**src/rtl/pc_sequencer_if.sv**
```systemverilog
// Sequencer-facing signal bundle: instruction/decoder inputs, ALU flags, PC and status outputs.
interface pc_sequencer_if #(
    parameter int PC_W  = 8,
    parameter int CNT_W = 16
);
    logic             run;
    logic             step;
    logic [6:0]       opcode;
    logic [7:0]       literal;
    logic             flags_we;
    logic             alu_z;
    logic             alu_n;
    logic             alu_c;
    logic             alu_v;
    logic [PC_W-1:0]  pc;
    logic             exec_en;
    logic [3:0]       status;
    logic             jump_taken;
    logic             halted;
    logic [CNT_W-1:0] retired;

    modport master (
        output run, step, opcode, literal, flags_we, alu_z, alu_n, alu_c, alu_v,
        input  pc, exec_en, status, jump_taken, halted, retired
    );

    modport slave (
        input  run, step, opcode, literal, flags_we, alu_z, alu_n, alu_c, alu_v,
        output pc, exec_en, status, jump_taken, halted, retired
    );
endinterface

```
**src/rtl/pc_sequencer.sv**
```systemverilog
// PC and execution sequencer: IDLE/RUN/HALT control, latched ALU flags, conditional jumps.
// exec_en/jump_taken are combinational; pc, status, retired and state update on the ending edge.
module pc_sequencer #(
    parameter int PC_W  = 8,
    parameter int CNT_W = 16
) (
    input  logic          clk,
    input  logic          rst,
    pc_sequencer_if.slave bus
);
    typedef enum logic [1:0] {
        IDLE = 2'd0,
        RUN  = 2'd1,
        HALT = 2'd2
    } state_t;

    localparam logic [6:0] OP_HALT = 7'b1111111;
    localparam logic [6:0] OP_JMP  = 7'b1001101;
    localparam logic [6:0] OP_JEQ  = 7'b1001110;
    localparam logic [6:0] OP_JNE  = 7'b1001111;
    localparam logic [6:0] OP_JGT  = 7'b1010000;
    localparam logic [6:0] OP_JLT  = 7'b1010001;
    localparam logic [6:0] OP_JGE  = 7'b1010010;
    localparam logic [6:0] OP_JLE  = 7'b1010011;
    localparam logic [6:0] OP_JCR  = 7'b1010100;
    localparam logic [6:0] OP_JOV  = 7'b1010101;

    state_t           state;
    logic [PC_W-1:0]  pc;
    logic [3:0]       status;
    logic [CNT_W-1:0] retired;
    logic             halted;
    logic             exec_en;
    logic             cond_true;
    logic             jump_taken;

    wire st_z = status[0];
    wire st_n = status[1];
    wire st_c = status[2];
    wire st_v = status[3];

    // Reset wins over step, so an executing cycle never coincides with rst.
    assign exec_en = ~rst & ((state == RUN) | ((state == IDLE) & bus.step));

    // Conditions look only at latched status so a flag write lands before the next jump.
    always_comb begin
        cond_true = 1'b0;
        case (bus.opcode)
            OP_JMP:  cond_true = 1'b1;
            OP_JEQ:  cond_true = st_z;
            OP_JNE:  cond_true = ~st_z;
            OP_JGT:  cond_true = ~st_z & ~st_n;
            OP_JLT:  cond_true = st_n;
            OP_JGE:  cond_true = ~st_n;
            OP_JLE:  cond_true = st_z | st_n;
            OP_JCR:  cond_true = st_c;
            OP_JOV:  cond_true = st_v;
            default: cond_true = 1'b0;
        endcase
    end

    assign jump_taken = exec_en & cond_true;

    always_ff @(posedge clk) begin
        if (rst) begin
            state   <= IDLE;
            pc      <= '0;
            status  <= '0;
            retired <= '0;
            halted  <= 1'b0;
        end else begin
            case (state)
                IDLE:    if (bus.run)  state <= RUN;
                RUN:     if (!bus.run) state <= IDLE;
                default: state <= HALT;
            endcase
            if (exec_en) begin
                if (bus.flags_we)
                    status <= {bus.alu_v, bus.alu_c, bus.alu_n, bus.alu_z};
                if (retired != {CNT_W{1'b1}})
                    retired <= retired + CNT_W'(1);
                if (bus.opcode == OP_HALT) begin
                    state  <= HALT;
                    halted <= 1'b1;
                end else if (jump_taken) begin
                    pc <= bus.literal[PC_W-1:0];
                end else begin
                    pc <= pc + PC_W'(1);
                end
            end
        end
    end

    assign bus.pc         = pc;
    assign bus.exec_en    = exec_en;
    assign bus.status     = status;
    assign bus.jump_taken = jump_taken;
    assign bus.halted     = halted;
    assign bus.retired    = retired;
endmodule
```
**src/flat_wrapper.sv**
```systemverilog
// flat-port wrapper written by rule: the top's interface ports become plain ports
module pc_sequencer_flat 
#(
    parameter int PC_W  = 8,
    parameter int CNT_W = 16
)
  (clk, rst, bus_run, bus_step, bus_opcode, bus_literal, bus_flags_we, bus_alu_z, bus_alu_n, bus_alu_c, bus_alu_v, bus_pc, bus_exec_en, bus_status, bus_jump_taken, bus_halted, bus_retired);
  pc_sequencer_if #(.PC_W(PC_W), .CNT_W(CNT_W)) bus_i ();
  input  logic clk;
  input  logic rst;
  input wire logic [$bits(bus_i.run)-1:0] bus_run;
  input wire logic [$bits(bus_i.step)-1:0] bus_step;
  input wire logic [$bits(bus_i.opcode)-1:0] bus_opcode;
  input wire logic [$bits(bus_i.literal)-1:0] bus_literal;
  input wire logic [$bits(bus_i.flags_we)-1:0] bus_flags_we;
  input wire logic [$bits(bus_i.alu_z)-1:0] bus_alu_z;
  input wire logic [$bits(bus_i.alu_n)-1:0] bus_alu_n;
  input wire logic [$bits(bus_i.alu_c)-1:0] bus_alu_c;
  input wire logic [$bits(bus_i.alu_v)-1:0] bus_alu_v;
  output wire logic [$bits(bus_i.pc)-1:0] bus_pc;
  output wire logic [$bits(bus_i.exec_en)-1:0] bus_exec_en;
  output wire logic [$bits(bus_i.status)-1:0] bus_status;
  output wire logic [$bits(bus_i.jump_taken)-1:0] bus_jump_taken;
  output wire logic [$bits(bus_i.halted)-1:0] bus_halted;
  output wire logic [$bits(bus_i.retired)-1:0] bus_retired;
  assign bus_i.run = bus_run;
  assign bus_i.step = bus_step;
  assign bus_i.opcode = bus_opcode;
  assign bus_i.literal = bus_literal;
  assign bus_i.flags_we = bus_flags_we;
  assign bus_i.alu_z = bus_alu_z;
  assign bus_i.alu_n = bus_alu_n;
  assign bus_i.alu_c = bus_alu_c;
  assign bus_i.alu_v = bus_alu_v;
  assign bus_pc = bus_i.pc;
  assign bus_exec_en = bus_i.exec_en;
  assign bus_status = bus_i.status;
  assign bus_jump_taken = bus_i.jump_taken;
  assign bus_halted = bus_i.halted;
  assign bus_retired = bus_i.retired;
  pc_sequencer #(.PC_W(PC_W), .CNT_W(CNT_W)) u_core (.clk(clk), .rst(rst), .bus(bus_i));
endmodule
```
**config.mk**
```make
export PLATFORM = sky130hd
export DESIGN_NAME = pc_sequencer_flat
export DESIGN_NICKNAME = d
export VERILOG_FILES = /design/src/rtl/pc_sequencer_if.sv /design/src/rtl/pc_sequencer.sv /design/src/flat_wrapper.sv
export SDC_FILE = /design/constraint.sdc
export NUM_CORES = 1
export LEC_CHECK = 0
export ABC_AREA = 1
export BUFFER_PORTS_ARGS = -buffer_cell sky130_fd_sc_hd__buf_2
export CAP_MARGIN = 0
export CORE_MARGIN = 2
export CORE_UTILIZATION = 40
export CTS_CLUSTER_DIAMETER = 120
export DETAILED_ROUTE_END_ITERATION = 7
export SYNTH_ARGS = -nofsm -noshare
export SYNTH_HDL_FRONTEND = slang
export SYNTH_SLANG_ARGS = --single-unit
```
**constraint.sdc**
```tcl
create_clock -name clk -period 3.5 [get_ports clk]
set_input_delay 0.525 -clock clk [delete_from_list [all_inputs] [get_ports clk]]
set_output_delay 0.525 -clock clk [all_outputs]
set_load 0.01 [all_outputs]
```
==> impl_results.md, run 1 <==
- Fin crit share: 61.1%
- Top_reg_cell synth: dfxtp_1
- Largest stage delay on the critical path: 360 ps
- CP Class: register to output port
- Crit path buf inv count: 3
- Worst path slowest cell: dfxtp_1
- # IOs: 55
- P&R area growth vs syn: 19.4%
- Antenna-violating nets left: 0
- Yosys cell types: 33
- Synth Instances: 275
- Fmax: 468 MHz
- Global-route wire length before repair: 7470 um
- Cell Rows: 24
- Synth Area in Compound Gates: 12.5%
- Hold Vio Cnt, Final: 0
- Power Total: 0.744 mW
- Outcome: completed
- Synth Register Bits: 31
- CTS resizes: 0
- Synth Area in Simple Gates: 37.2%
- Antenna violations before repair: 0
- Pwr dens: 332 nW/um^2
- Reg clk slew, reported paths: 60 ps
- Worst hold slack: 448 ps
- Non-filler instance count after layout: 384
- Largest area contributor in the netlist: dfxtp_1
- Pre-antenna DRT Iters: 4
- Synth Area in Adders: 1.33%
- DP Worst Slack: 1300 ps
- Total wire length: 4250 um
- Gr ovfl total: 0
- Async SR Flop Fraction: 0%
- Nature of the critical path endpoint: output port
- Fillers: 469
- Slew Limit Fails: 0
- TritonCTS clock tree: done
- Gpl congestion: 0.834
- H-tree levels: 2
- PnR worst setup slack: 1360 ps
- Horiz. Die Dim: 72.5 um
- CP arrival: 1610 ps
- Total GRT Usage: 17.9%
- Post-Syn Area: 1880 um^2
- Critical path, cell by cell: inv_1, nor3_1, nand2_2, nand2_2, nor2_4, nand3_4, nand2_4, inv_1, buf_2
- Post-placement cell count: 376
- Tightest Pin Transition: 813 ps
- Routed wire per std cell: 11.1 um
- Clock insertion delay at the later pin of the skew report: 280 ps
- Vias in the first global route: 1,687
- Num CTS Buffers: 5
- Hpwl dp: 3210 um
- Initial Util: 42.3%
- Max VDD drop: 0.204 mV
- CTS sink cnt: 31
- Post-synth top cells: nand2_1, inv_1, nor2_1
- Die Height: 72.5 um
- Leak: 1.06 nW
- Max transition margin: 45.6%
- Sequential area share after synthesis: 33.0%
- Root Buffer: clkbuf_8
- Synth warnings: 0
- Synth top area share: 33.0%
- Crit-path leading delay family: simple AND/OR/NAND/NOR gates
- Worst min-delay path category: register to register
- Input/output buffers: 54
- Post-route minimum period: 2140 ps
- Core ar.: 4440 um^2
- Main combinational cell family by area after synthesis: simple AND/OR/NAND/NOR gates
- WP data required: 2970 ps
- Syn Area/Cell: 6.83 um^2
- DR vias: 1,846
- Setup_tns: 0 ps
- Synth top area cells: dfxtp_1, nand2_1, inv_1
- RSZ-0062 raised after global routing: no
- Top-count cell post-synth: nand2_1
- Post-synth net total: 301
- Peak fanout along the critical path: 14
- Clock Skew: 8.03 ps
- Number of max-cap violations: 0
- DR iter-0 viols: 55
- Post-synth EDFFs: 0
- XOR/XNOR Fraction of Synth Area: 3.73%
- Diode count: 0
- Mux cell area share after synthesis: 0%
- Postcts setup bufs: 0
- Nets: 357
- Full die area: 5260 um^2
- Largest net degree at the start of global routing: 18
- Via density: 4.81
- Max clock buf depth: 2
- Hold buffer count at cts: 0
- Startpoint type of the worst setup path: register
- DRC: 0
- Final setup viols: 0
- Share of cells above drive strength 1: 26.2%
-- flip-flops by register name (all words and copies together), names as in the netlist --
| signal | count |
|---|---|
| u_core.bus.status | 4 |
| u_core.bus.halted | 1 |
| u_core.state | 2 |
| u_core.bus.retired | 16 |
| u_core.bus.pc | 8 |
-- report_power, final --
group	leakage (nW)	switching [mW]	internal, mW
Sequential	0.252	0.0104	0.364
Clock	0.0422	0.130	0.139
Combinational	0.767	0.0620	0.0381
Total	1.06	0.202	0.541
-- worst reg2reg max path: stages, from the launching register on --
cell and delay [ps]:
dfxtp_1 330, nor2_2 140, o21ai_2 90, nor2_1 640
inv_1 210, a21oi_1 160, o21ai_1 70, inv_1 50
-- cell type report --
cell class / count / area [um^2] / share of cell area (%)
clock buffer: 7 / 76.3 / 3.40
clock inverter: 1 / 5.00 / 0.223
inverter: 45 / 176 / 7.87
multi-input combinational: 194 / 1030 / 45.9
sequential: 31 / 621 / 27.7
tap: 52 / 65.1 / 2.90
timing repair buffer: 54 / 270 / 12.1
-- cells by family (layout without fill, tap and decap cells) --
kind of cell,Yosys count,after routing
compound gates,44,44
flops,31,31
buf+inv,50,107
simple gates,140,140
xor+xnor,8,8
fa+ha+maj,2,2
-- final timing paths --
| check | startpoint | endpoint | slack, ps | depth (start not counted) |
|---|---|---|---|---|
| worst min-delay path | u_core.bus.halted | u_core.bus.halted | 450 | 2 |
| worst max register to register | u_core.state[1] | u_core.bus.pc[3] | 1760 | 7 |
| worst min register to register | u_core.bus.halted | u_core.bus.halted | 450 | 2 |
| worst max-delay path | u_core.bus.status[0] | bus_jump_taken | 1360 | 9 |
-- routing by layer --
metal	GRT usage (%)	part of all wire [%]
met1	24.4	49
met2	27.4	44
met3	4.31	6.1
met4	6.58	1.1
met5	0	0
-- cells in the final DEF (no fill, tap or decap), types with 6 or more instances in the layout --
master / instances
a21oi_1: 21
buf_2: 54
dfxtp_1: 31
inv_1: 43
nand2_1: 48
nand3_1: 14
nand4_1: 8
nor2_1: 34
nor2_2: 6
nor3_1: 12
o21ai_0: 14
xor2_1: 7
-- stage by stage --
step | utilization (%) | cell area [um^2]
detailed placement | 48.6 | 2160
global route | 50.5 | 2240
global placement | 48.6 | 2160
finish | 50.5 | 2240
floorplan | - | 1880
CTS | 50.5 | 2240
(Power assumes the default switching activity.)
==> run 2, diff against run 1 <==
--- a/config.mk
+++ b/config.mk
@@ -5,13 +5,14 @@
 export SDC_FILE = /design/constraint.sdc
 export NUM_CORES = 1
 export LEC_CHECK = 0
-export ABC_AREA = 1
+export ABC_AREA = 0
 export BUFFER_PORTS_ARGS = -buffer_cell sky130_fd_sc_hd__buf_2
 export CAP_MARGIN = 0
 export CORE_MARGIN = 2
 export CORE_UTILIZATION = 40
 export CTS_CLUSTER_DIAMETER = 120
 export DETAILED_ROUTE_END_ITERATION = 7
+export PLACE_DENSITY = 0.66
 export SYNTH_ARGS = -nofsm -noshare
 export SYNTH_HDL_FRONTEND = slang
 export SYNTH_SLANG_ARGS = --single-unit
==> constraint.sdc (replaced) <==
create_clock -name clk -period 2.2 [get_ports clk]
set_input_delay 0.33 -clock clk [delete_from_list [all_inputs] [get_ports clk]]
set_output_delay 0.33 -clock clk [all_outputs]
set_load 0.01 [all_outputs]
==> run 2 against run 1 <==
Via count fell by 16%; flip-flop and latch count did not move; sequential power rose by 57%; clock-buffer cell count did not move.
==> impl_results.md, run 2 <==
- Core ar.: 3940 um^2
- Antenna violations before repair: 0
- Top Registers: u_core.bus.retired (16), u_core.bus.pc (8), u_core.bus.status (4)
- Nature of the critical path endpoint: output port
- Top-count cell post-synth: dfxtp_1
- Initial Util: 41.0%
- Most frequent cells in the layout: buf_2, dfxtp_1, nor2_1, nand2_1
- Synth top area share: 38.4%
- Vias in the first global route: 1,362
- Antenna-violating nets left: 0
- Max clock buf depth: 2
- P&R area growth vs syn: 25.7%
- DRC: 0
- CTS sink cnt: 31
- Clock insertion delay at the later pin of the skew report: 280 ps
- Largest stage delay on the critical path: 400 ps
- Final setup viols: 0
- Diode count: 0
- Post-synth top cells: dfxtp_1, nor2_1, nand2_1
- Hpwl dp: 2750 um
- Synth warnings: 0
- RR Startpoint: u_core.bus.status[0]
- Reg2Reg Setup Slack: 310 ps
- # IOs: 55
- Clock Skew: 3.96 ps
- Die Height: 67.5 um
- Sequential area share after synthesis: 38.4%
- Commonest non-fill, non-tap cell in the layout: buf_2
- Cell Rows: 23
- DR vias: 1,559
- RSZ-0062 raised after global routing: no
- Hold Vio Cnt, Final: 0
- Largest Register: u_core.bus.retired
- Critical path, cell by cell: and4b_1, o21ai_2, a311oi_2, or2_1, and2_2, buf_2
- Share of cells above drive strength 1: 29.7%
- Async SR Flop Fraction: 0%
- Fmax: 488 MHz
- Peak fanout along the critical path: 5
- Final Util: 51.5%
- R2r endpoint: u_core.bus.pc[5]
- Gpl congestion: 0.713
- Nets: 281
- Largest net degree at the start of global routing: 21
- Num CTS Buffers: 5
- Synth Instances: 197
- Max VDD drop: 0.281 mV
- Top_reg_cell synth: dfxtp_1
- Root Buffer: clkbuf_8
- Pre-antenna DRT Iters: 4
- Routed wire per std cell: 12.0 um
- Yosys cell types: 47
- Worst min-delay path category: input pin to register
- Hold Startpoint: bus_run
- Multi-input logic area: 947 um^2
- CP arrival: 1720 ps
- Via density: 5.09
- Hold EP: u_core.state[0]
- TritonCTS clock tree: done
- Post-route minimum period: 2050 ps
- H-tree levels: 2
- Post-synth net total: 223
- Reg clk slew, reported paths: 60 ps
- Largest register FFs: 16
- Input/output buffers: 54
- Total wire length: 3660 um
- Worst path slowest cell: dfxtp_1
- WP data required: 1870 ps
- FF+latch area: 621 um^2
- Worst Hold Depth: 2
- Fin crit share: 93.2%
- Horiz. Die Dim: 67.5 um
- Startpoint type of the worst setup path: register
- Post-synth EDFFs: 0
- Largest area contributor in the netlist: dfxtp_1
- Global-route wire length before repair: 6010 um
- Gr ovfl total: 0
- Total GRT Usage: 17.6%
- Max transition margin: 65.3%
- R2R depth: 6
- Setup_tns: 0 ps
- Crit-path leading delay family: simple AND/OR/NAND/NOR gates
- Leak: 0.862 nW
- CP Class: register to output port
- Synth Register Bits: 31
- Outcome: completed
- Tightest Pin Transition: 519 ps
- Pwr dens: 558 nW/um^2
- Crit path buf inv count: 1
- Syn Area/Cell: 8.20 um^2
- Synth top area cells: dfxtp_1, nor2_1, xnor2_1
- Number of max-cap violations: 0
- DR iter-0 viols: 92
- Fillers: 396
- Post-Syn Area: 1620 um^2
- Full die area: 4560 um^2
- Slew Limit Fails: 0
[run 2: changes by cell type in the layout (fill, tap and decap cells not counted), sizes merged, moves of 8 or more]
cell and delta:
a21oi -10, inv -39, nand2 -36, nor2 -16, o21ai -11, xnor2 +8
[run 2: worst max path at each step]
stage,startpoint,end,slack [ps],cells after the start
5_1_grt,u_core.bus.status[0],bus_jump_taken,60,6
4_1_cts,u_core.bus.status[0],bus_jump_taken,100,6
6_report,u_core.bus.status[0],bus_jump_taken,150,6
2_1_floorplan,u_core.bus.retired[0],u_core.bus.retired[6],450,7
3_3_place_gp,bus_opcode[1],u_core.bus.pc[5],270,7
3_5_place_dp,bus_opcode[1],u_core.bus.pc[5],230,7
[run 2: kinds of logic (layout without fill, tap and decap cells)]
group,after synthesis,count (layout),synth area share (%)
simple gates,100,100,33.2
compound gates,34,34,13.4
flops,31,31,38.4
xor+xnor,15,15,8.13
buf+inv,12,71,3.33
mux,3,3,1.94
fa+ha+maj,2,2,1.55
[run 2: per-stage QoR]
step / cell area, um^2 / hold slack [ps] / std cells / worst slack [ps] / total power, mW
floorplan: 1620 / 470 / 197 / 446 / 0.667
global placement: 1940 / 443 / 298 / 270 / 0.723
detailed placement: 1940 / 444 / 298 / 232 / 0.723
CTS: 2020 / 294 / 306 / 101 / 1.15
global route: 2030 / 302 / 306 / 59.1 / 1.18
finish: 2030 / 294 / 306 / 150 / 1.13
[run 2: cell type report]
| cell class | instances | area share (%) |
|---|---|---|
| timing repair buffer | 58 | 14.8 |
| sequential | 31 | 30.6 |
| tap | 50 | 3.08 |
| inverter | 5 | 0.924 |
| clock buffer | 7 | 3.76 |
| clock inverter | 1 | 0.246 |
| multi-input combinational | 154 | 46.6 |
[run 2: what timing repair did]
| action | CTS | global route |
|---|---|---|
| gates resized for setup | 0 | 1 |
| endpoints found under the setup margin | 0 | 1 |
| hold buffers | 0 | 0 |
| setup buffers | 0 | 0 |
[run 2: power by group]
group	switching [mW]	total [mW]	internal, mW
Sequential	0.0137	0.589	0.575
Clock	0.202	0.423	0.221
Combinational	0.0662	0.121	0.0552
Total	0.282	1.13	0.852
[run 2: worst register-to-register path, stage by stage, from the launching register on]
cell and delay [ps]:
dfxtp_1 350, and4b_1 230, o21ai_2 150, a311oi_2 120, nor2_1 440, mux2_2 390
nor3_1 130
[run 2: per-layer routing]
metal | vias to the layer above | global-route usage [%] | routed length [um]
met3 | 7 | 4.00 | 224
met1 | 701 | 22.2 | 1740
met5 | - | 0 | 0
li1 | 813 | - | -
met2 | 38 | 28.3 | 1640
met4 | 0 | 8.42 | 56
